## src/rtl/cpu_sequencer.sv

```systemverilog
`default_nettype none
// ============================================================================
// Module      : cpu_sequencer
// Description : Multi-cycle FETCH/DECODE/EXECUTE/MEMORY/WRITEBACK control
//               sequencer with instruction/data memory handshakes.
//               Define SEQ_TIMEOUT_EN to fault on memory requests that wait
//               TIMEOUT_CYCLES cycles without ready.
// Revision    : 1.0 - initial release
// ============================================================================
module cpu_sequencer #(
    parameter int TIMEOUT_CYCLES = 16
) (
    input  logic       clk,
    input  logic       rst,
    input  logic       run,
    input  logic [6:0] opcode,
    output logic       imem_req,
    input  logic       imem_ready,
    output logic       dmem_req,
    output logic       dmem_we,
    input  logic       dmem_ready,
    output logic       ir_load,
    output logic       reg_write_en,
    output logic       pc_update,
    output logic       instret,
    output logic [2:0] state,
    output logic       busy,
    output logic       fault
);

    typedef enum logic [2:0] {
        IDLE      = 3'd0,
        FETCH     = 3'd1,
        DECODE    = 3'd2,
        EXECUTE   = 3'd3,
        MEMORY    = 3'd4,
        WRITEBACK = 3'd5,
        FAULT     = 3'd6
    } state_t;

    // Only the control behaviour of an opcode matters here, so the eight
    // legal opcodes collapse into four sequencing classes.
    typedef enum logic [1:0] {
        CLS_WB = 2'd0,
        CLS_LW = 2'd1,
        CLS_ST = 2'd2,
        CLS_BR = 2'd3
    } class_t;

    localparam logic [6:0] c_opR     = 7'b0110011;
    localparam logic [6:0] c_opImm   = 7'b0010011;
    localparam logic [6:0] c_opLw    = 7'b0000011;
    localparam logic [6:0] c_opS     = 7'b0100011;
    localparam logic [6:0] c_opB     = 7'b1100011;
    localparam logic [6:0] c_opJal   = 7'b1101111;
    localparam logic [6:0] c_opLui   = 7'b0110111;
    localparam logic [6:0] c_opAuipc = 7'b0010111;

    state_t r_state;
    class_t r_class;
    class_t w_decClass;
    logic   w_decLegal;
    logic   w_retire;
    logic   w_timeout;
    state_t w_afterRetire;

    always_comb begin
        w_decClass = CLS_WB;
        w_decLegal = 1'b1;
        case (opcode)
            c_opR, c_opImm, c_opJal, c_opLui, c_opAuipc: w_decClass = CLS_WB;
            c_opLw:  w_decClass = CLS_LW;
            c_opS:   w_decClass = CLS_ST;
            c_opB:   w_decClass = CLS_BR;
            default: w_decLegal = 1'b0;
        endcase
    end

`ifdef SEQ_TIMEOUT_EN
    localparam int                c_cntW    = $clog2(TIMEOUT_CYCLES + 1);
    localparam logic [c_cntW-1:0] c_cntLast = c_cntW'(TIMEOUT_CYCLES - 1);

    logic [c_cntW-1:0] r_waitCnt;
    logic              w_waiting;

    // Counter holds the number of already-elapsed unanswered request cycles,
    // so the TIMEOUT_CYCLES-th request cycle sees c_cntLast.
    assign w_timeout = (r_waitCnt == c_cntLast);
    assign w_waiting = ((r_state == FETCH) && !imem_ready)
                    || ((r_state == MEMORY) && !dmem_ready);

    always_ff @(posedge clk or posedge rst) begin
        if (rst) begin
            r_waitCnt <= '0;
        end else if (w_waiting && !w_timeout) begin
            r_waitCnt <= r_waitCnt + 1'b1;
        end else begin
            r_waitCnt <= '0;
        end
    end
`else
    assign w_timeout = 1'b0;
`endif

    assign w_afterRetire = run ? FETCH : IDLE;

    always_ff @(posedge clk or posedge rst) begin
        if (rst) begin
            r_state <= IDLE;
            r_class <= CLS_WB;
        end else begin
            case (r_state)
                IDLE: begin
                    if (run) begin
                        r_state <= FETCH;
                    end
                end
                FETCH: begin
                    if (imem_ready) begin
                        r_state <= DECODE;
                    end else if (w_timeout) begin
                        r_state <= FAULT;
                    end
                end
                DECODE: begin
                    r_class <= w_decClass;
                    r_state <= w_decLegal ? EXECUTE : FAULT;
                end
                EXECUTE: begin
                    case (r_class)
                        CLS_LW, CLS_ST: r_state <= MEMORY;
                        CLS_BR:         r_state <= w_afterRetire;
                        default:        r_state <= WRITEBACK;
                    endcase
                end
                MEMORY: begin
                    if (dmem_ready) begin
                        r_state <= (r_class == CLS_ST) ? w_afterRetire : WRITEBACK;
                    end else if (w_timeout) begin
                        r_state <= FAULT;
                    end
                end
                WRITEBACK: begin
                    r_state <= w_afterRetire;
                end
                FAULT: begin
                    r_state <= FAULT;
                end
                default: begin
                    r_state <= FAULT;
                end
            endcase
        end
    end

    // Strobes decode straight from the state register (plus ready for the
    // Mealy cases) so they are all zero the instant reset asserts.
    assign w_retire = ((r_state == EXECUTE) && (r_class == CLS_BR))
                   || ((r_state == MEMORY) && (r_class == CLS_ST) && dmem_ready)
                   || (r_state == WRITEBACK);

    assign imem_req     = (r_state == FETCH);
    assign ir_load      = (r_state == FETCH) && imem_ready;
    assign dmem_req     = (r_state == MEMORY);
    assign dmem_we      = (r_state == MEMORY) && (r_class == CLS_ST);
    assign reg_write_en = (r_state == WRITEBACK);
    assign pc_update    = w_retire;
    assign instret      = w_retire;
    assign state        = r_state;
    assign busy         = (r_state != IDLE) && (r_state != FAULT);
    assign fault        = (r_state == FAULT);

endmodule
`default_nettype wire

```

## config.mk

```make
export PLATFORM = sky130hd
export DESIGN_NAME = cpu_sequencer
export DESIGN_NICKNAME = d
export VERILOG_FILES = /design/src/rtl/cpu_sequencer.sv
export SDC_FILE = /design/constraint.sdc
export NUM_CORES = 1
export LEC_CHECK = 0
export BUFFER_PORTS_ARGS = -buffer_cell sky130_fd_sc_hd__buf_4
export CORE_AREA = 2 2 39 41
export CTS_CLUSTER_DIAMETER = 30
export DETAILED_ROUTE_END_ITERATION = 8
export DIE_AREA = 0 0 41 43
export PLACE_DENSITY = 0.64
export SETUP_SLACK_MARGIN = 0.4
export SYNTH_ARGS = -nofsm -noshare
export SYNTH_HDL_FRONTEND = slang
export SYNTH_SLANG_ARGS = --single-unit
```

## constraint.sdc

```tcl
create_clock -name clk -period 1.51 [get_ports clk]
set_input_delay 0.2265 -clock clk [delete_from_list [all_inputs] [get_ports clk]]
set_output_delay 0.2265 -clock clk [all_outputs]
set_load 0.02 [all_outputs]
```

Word level (Yosys, flattened, before mapping)
Cells that the tools add are included.
Storage, ports and cells
  register bits: 5
  input bits: 12
  output and inout port bits: 12
  logic and storage cells: 45
Cells by class
  equal/unequal tests: 21
  mux-type cells: 10
  reduce and logical (&&, ||, !) cells: 12
Operator list (count)
  7-bit by 6-bit == test with 1-bit output, second input constant: 3
  3-bit case mux with 6 select lines: 1
  3-bit 2-to-1 mux: 5
  7-bit by 5-bit == test with 1-bit output, second input constant: 2
  7-bit == test, second input constant: 2
  3-bit == test, second input constant: 3
  8-bit OR reduction: 1
  7-bit by 2-bit == test with 1-bit output, second input constant: 1
  3-bit by 2-bit == test with 1-bit output, second input constant: 2
  2-bit case mux with 3 select lines: 1
  3-bit case mux with 2 select lines: 1
  1-bit logical AND: 5
  2-bit == test, second input constant: 2
  2-bit by 1-bit != test with 1-bit output, second input constant: 2
  3-bit by 1-bit == test with 1-bit output, second input constant: 1
  3-bit logical NOT: 1
  3-bit != test, second input constant: 1
  3-bit AND reduction: 1
  3-bit nonzero test: 1
  2-bit by 1-bit == test with 1-bit output, second input constant: 1
  1-bit logical OR: 2
  1-bit 2-to-1 mux: 2
  2-bit != test, second input constant: 1
  2-bit OR reduction: 1

Depth between registers and ports, before layout
Gate-level depths: netlist of run 1.
  depth in word-level cells: 5
  mapped depth: 5
  mapped depth without buffers: 5

Worst setup path before layout of run 1
Ideal clock, no wire load.
  kind: reg-to-output
  start point: register r_state[2], in the netlist state[2]
  end point: output pc_update
  data arrival time: 1513 ps
  data required time: 1283 ps
  setup slack: -229 ps
  stages on the path, launching flop included: 5
  path buffers: 2
  cell sequence: dfrtp_1 buf_6 nand2b_1 o21ai_0 buf_4
On the way
  longest elaborated chain between the ends: 5
  elaborated cells on any way between the ends: 8
  classes of those cells: 3 x eq/ne; 5 x reduce/logical
Ends and longest elaborated chain
  start, declared: RTL line 59  | state_t r_state;
  start signal, assigned: RTL line 127  | r_state <= w_decLegal ? EXECUTE : FAULT;
  start signal, assigned: RTL line 132  | CLS_BR: r_state <= w_afterRetire;
  start signal, assigned: RTL line 138  | r_state <= (r_class == CLS_ST) ? w_afterRetire : WRITEBACK;
  3-bit == test: RTL line 159  | || ((r_state == MEMORY) && (r_class == CLS_ST) && dmem_ready)
  1-bit logical AND (2 in series): RTL line 159
  1-bit logical OR: RTL line 159
  1-bit logical OR (*): RTL line 160  | || (r_state == WRITEBACK);
  end, declared: RTL line 24  | output logic pc_update,
Mark *: on every way between the ends. The rest lies on a longest branch, timed or not.

Worst setup path in the final report of run 1
  start point: register r_class[1]
  end point: output pc_update
On the way
  longest elaborated chain between the ends: 5
  elaborated cells on any way between the ends: 7
  classes of those cells: 2 x eq/ne; 5 x reduce/logical
Ends and longest elaborated chain
  start, declared: RTL line 60  | class_t r_class;
  start signal, assigned: RTL line 126  | r_class <= w_decClass;
  2-bit == test: RTL line 159
  1-bit logical AND (2 in series): RTL line 159
  1-bit logical OR (*): RTL line 159
  1-bit logical OR (*): RTL line 160
Marks and branches as above.

==> flow_metrics.tcl, run 1 <==
set metrics [dict create \
    status "finished, final reports clean" \
    period_share 0.968 \
    rsz0062_at_grt "true" \
    hold_violations 0 \
    core_mm2 0.00138 \
    drv_cap 0 \
    netlist_top_cells_area "dfrtp_1, nand2_1, ha_1" \
    die_h_um 43 \
    root_buffer "clkbuf_4" \
    cp.buffers_inverters 1 \
    cp-end-kind "output pin" \
    drive_above_1_share 0.720 \
    h-tree-depth 1 \
    cts_tree "done" \
    clk_pin_slew_ps 50 \
    hold_slack_ps 275 \
    powerDensity_mw_per_mm2 2090 \
    worstSkewPairLatency_ps 240 \
    detail_route.first_pass.iterations 5 \
    async_flop_share 1.00 \
    layout.nets 115 \
    fp-row-count 14 \
    worstSetupStartpointType "flop" \
    path_max_fanout 3 \
    gp_congestion 0.721 \
    num_antenna_cells 0 \
    crit_type "flop to output pin" \
    synth.most_common_cell "nand2_1" \
    ioPinCount 24 \
    synth_commonest_cells "nand2_1, dfrtp_1, nor2_1, o21ai_0" \
    cp_data_required_time_ps 1280 \
    numCtsBuffers 3 \
    ys.flop_type "dfrtp_1" \
    grt_usage 0.184 \
    tns_ps 0 \
    worstMarginPinSlew_ps 236 \
    initial_core_util 0.336 \
    yosysSeqAreaShare 0.269 \
    post-route-util 0.719 \
    grt_pass1_wl_um 2150 \
    drtIter0Drc 15 \
    finalInstanceArea_um2 995 \
    cp_cell_sequence "ha_4, a21oi_4, o21ai_4, buf_6" \
    synth_nets 71 \
    clock_sinks 5 \
    critPathTopFamily "flip-flops" \
    fin_crit_ps 1460 \
    grt_max_degree 8 \
    slowest_stage "dfrtp_2" \
    crit_path_max_incr_delay_ps 440 \
    wl_um 1440 \
    clock.fmax_ghz 0.684 \
    synth_warnings 0 \
    ant_nets 0 \
    slew_headroom 0.841 \
    antenna_found_initial 0 \
    gr-total-overflow 0 \
    synth_edf_count 0 \
    port_buffers 23 \
    worst_clock_skew_ps 6.01 \
    peakVddDrop_mv 0.876 \
    vias_per_cell 5.12 \
    syn_avg_cell_area_um2 8.17 \
    yosys.area.top_type "dfrtp_1" \
    synth_cell_type_count 33 \
    die_area_mm2 0.00176 \
    yosysTopAreaCellShare 0.269 \
    fillCellCount 107 \
    synth-seq-cells 5 \
    hpwl_um 924 \
    leakage_nw 0.440 \
    place_area_um2 716 \
    synthCells 57 \
    hold_path_class "input port to flop" \
    mappedNetlistArea_um2 465 \
    finalMaxSlewViolations 0 \
    drc 0 \
    cp.arrival_ps 1230 \
    grt_pass1_vias 558 \
    fp.dieW_um 41 \
    cts_buffer_depth 2 \
    setup_viol 0 \
    via_count 594 \
    wl_per_cell_um 12.4 \
    syn_to_final_growth_pct 114 \
    fin_cells 116 \
    dp.cells 94 \
]
[worst register-to-register path: cells and delay by family (launching register included)]
family,cells,cell delay [ps]
adders and majority gates,1,140
DFF,1,380
AOI/OAI and AO/OA,2,290
buffers and inverters,1,130
muxes,1,330
[logic make-up (layout without fill, tap and decap cells)]
| family | Yosys count | after routing | share of synthesized area |
|---|---|---|---|
| simple gates | 25 | 25 | 0.307 |
| fa+ha+maj | 2 | 2 | 0.0538 |
| xor+xnor | 1 | 1 | 0.0188 |
| mux | 2 | 2 | 0.0457 |
| buf+inv | 8 | 51 | 0.102 |
| flops | 5 | 5 | 0.269 |
| compound gates | 14 | 14 | 0.204 |
[through the flow]
step | setup slack [ps] | power, mW
4_1_cts | 41.7 | 1.91
3_3_place_gp | 166 | 1.34
5_1_grt | -7.59 | 2.22
2_1_floorplan | 203 | 1.09
3_5_place_dp | 113 | 1.35
6_report | 48.7 | 2.08
[power by group]
| part | internal [mW] | switching, mW | total, mW |
|---|---|---|---|
| registers | 0.204 | 0.107 | 0.312 |
| clock network | 0.0999 | 0.0548 | 0.155 |
| logic | 0.857 | 0.759 | 1.62 |
| total | 1.16 | 0.921 | 2.08 |
[final cells by class]
cell class	count	area [um2]	area share
tap	16	20.0	0.0201
clock buffer	4	26.3	0.0264
sequential	5	130	0.131
inverter	5	28.8	0.0289
timing repair buffer	42	378	0.380
multi-input combinational	44	412	0.414
[layout by cell type (no fill, tap or decap), types with 2 or more instances in the layout]
cell,count
o21ai_0,2
nor2_4,3
nor2_1,2
nand3_2,2
buf_6,16
o31ai_2,2
nand2_1,6
clkbuf_4,3
inv_1,2
dfrtp_2,4
ha_4,2
buf_4,25
o21ai_1,2
a21oi_1,2
[metal layers]
| metal | GRT usage | part of all wire | vias to the layer above |
|---|---|---|---|
| met4 | 0.120 | 0.0084 | 0 |
| li1 | - | - | 288 |
| met3 | 0.0471 | 0.052 | 2 |
| met2 | 0.284 | 0.54 | 28 |
| met1 | 0.211 | 0.40 | 276 |
| met5 | 0 | 0 | - |
[repair_timing]
item	4_1_cts	5_1_grt
cloned	0	0
pin swaps	7	5
hold buffers	1	0
hold endpoints to repair	5	0
setup buffers	14	3
gates resized for setup	15	15
setup endpoints to repair	13	15
[worst paths after layout]
| check | start | endpoint | slack, ps | depth (start not counted) |
|---|---|---|---|---|
| max in group asynchronous | rst | state[1] | 850 | 3 |
| min in group asynchronous | rst | r_class[0] | 470 | 3 |
| worst min register to register | r_class[0] | r_class[0] | 650 | 3 |
| worst max register to register | r_class[0] | state[0] | 100 | 5 |
| worst min-delay path | imem_ready | state[1] | 280 | 3 |
| worst max-delay path | r_class[1] | pc_update | 50 | 4 |
[registers in the layout, indices dropped and copies added (netlist names)]
signal / cells
state: 3
r_class: 2
Power figures use the tool's default switching activity.
==> run 2: changes to the inputs <==
--- a/config.mk
+++ b/config.mk
@@ -7,6 +7,7 @@
 export LEC_CHECK = 0
 export BUFFER_PORTS_ARGS = -buffer_cell sky130_fd_sc_hd__buf_4
 export CORE_AREA = 2 2 39 41
+export CTS_BUF_LIST = sky130_fd_sc_hd__clkbuf_16
 export CTS_CLUSTER_DIAMETER = 30
 export DETAILED_ROUTE_END_ITERATION = 8
 export DIE_AREA = 0 0 41 43
==> run 2 against run 1 <==
  * Hold slack improved by 21 ps
  * Worst setup slack got worse by 0.77 ps
  * Utilization rose by 6.4 points
  * Routed wire length rose by 18%
  * Register-to-register slack barely moved
==> flow_metrics.tcl, run 2 (same netlist as run 1, synthesis figures left out) <==
set metrics [dict create \
    h-tree-depth 1 \
    worstSkewPairLatency_ps 230 \
    status "finished, final reports clean" \
    fin_crit_ps 1460 \
    r2r-end "state[0]" \
    syn_to_final_growth_pct 133 \
    numCtsBuffers 3 \
    num_antenna_cells 0 \
    largest_reg_flops 3 \
    period_share 0.968 \
    hold_path_class "input port to flop" \
    vias_per_cell 5.20 \
    die_h_um 43 \
    via_count 614 \
    grt_usage 0.198 \
    final_cell_mix "buf_4, buf_6, nand2_1" \
    drv_cap 0 \
    grt_max_degree 8 \
    timing.rr.start "state[2]" \
    cp_data_required_time_ps 1280 \
    crit_path_end "pc_update" \
    reg2reg_depth 5 \
    hold_violations 0 \
    ant_nets 0 \
    gp_congestion 0.721 \
    hp-start "opcode[5]" \
    cts_buffer_depth 2 \
    drtIter0Drc 10 \
    antenna_found_initial 0 \
    crit_type "flop to output pin" \
    power.total_mw 2.49 \
    ioPinCount 24 \
    cp-end-kind "output pin" \
    cts_tree "done" \
    peakVddDrop_mv 1.09 \
    fp.dieW_um 41 \
    wl_um 1700 \
    tns_ps 0 \
    clk_pin_slew_ps 30 \
    grt_pass1_wl_um 2290 \
    clock_sinks 5 \
    fp-row-count 14 \
    worst_clock_skew_ps 1.39 \
    wl_per_cell_um 14.4 \
    detail_route.first_pass.iterations 4 \
    setup_ws_ps 47.9 \
    grt_pass1_vias 575 \
    r2r_setup_slack_ps 90 \
    hold_slack_ps 296 \
    finalInstanceArea_mm2 0.00108 \
    gr-total-overflow 0 \
    dp.cells 94 \
    layout.nets 117 \
    place_ws_ps 113 \
    post-route-util 0.783 \
    path_max_fanout 3 \
    worstMarginPinSlew_ps 246 \
    hpwl_um 924 \
    clock.fmax_ghz 0.684 \
    fin_cells 118 \
    slew_headroom 0.834 \
    startpoint "r_class[1]" \
    cp.arrival_ps 1240 \
    rsz0062_at_grt "true" \
    root_buffer "clkbuf_16" \
    place_area_um2 716 \
    drive_above_1_share 0.735 \
    setup_viol 0 \
    initial_core_util 0.336 \
    powerDensity_mw_per_mm2 2300 \
    die_area_mm2 0.00176 \
    drc 0 \
    worstSetupStartpointType "flop" \
    port_buffers 23 \
    core_mm2 0.00138 \
    finalMaxSlewViolations 0 \
    final_common_cell "buf_4" \
    leakage_nw 0.486 \
]
[run 2: how the worst min path moves through the flow]
stage / cells past startpoint / endpoint
after floorplan: 1 / r_class[0]
after detailed placement: 2 / r_class[1]
after global routing: 3 / r_class[1]
after global placement: 2 / r_class[0]
final: 3 / r_class[1]
after CTS: 3 / r_class[1]
[run 2: layout make-up]
type	instances	area [um2]
Fill cell	89	300
Multi-Input combinational cell	44	425
Timing Repair Buffer	44	400
Sequential cell	5	130
Clock inverter	1	3.75
Tap cell	16	20.0
Inverter	5	28.8
Clock buffer	3	75.1
[run 2: worst max-delay path, stage by stage (launching register included)]
cell	delay, ps
dfrtp_2	440
ha_4	190
a21oi_4	160
o21ai_4	70
buf_6	130
[run 2: layer usage]
| layer | part of all wire | vias to the layer above | GRT usage |
|---|---|---|---|
| li1 | - | 292 | - |
| met1 | 0.37 | 292 | 0.234 |
| met2 | 0.55 | 23 | 0.316 |
| met3 | 0.046 | 7 | 0.0314 |
| met4 | 0.028 | 0 | 0.120 |
| met5 | 0 | - | 0 |
[run 2: what timing repair did]
action / in CTS / in global routing
pin swaps: 6 / 10
buffers inserted: 11 / 8
resized for setup: 14 / 21
endpoints found under the setup margin: 13 / 16
hold buffers: 1 / 0
hold endpoints to repair: 5 / 0
cloned: 0 / 0
[run 2: power by group]
group	leakage (nW)	internal (mW)	switching [mW]	total (mW)
Sequential	0.0582	0.205	0.110	0.315
Combinational	0.385	0.918	0.822	1.74
Clock	0.0423	0.344	0.0946	0.438
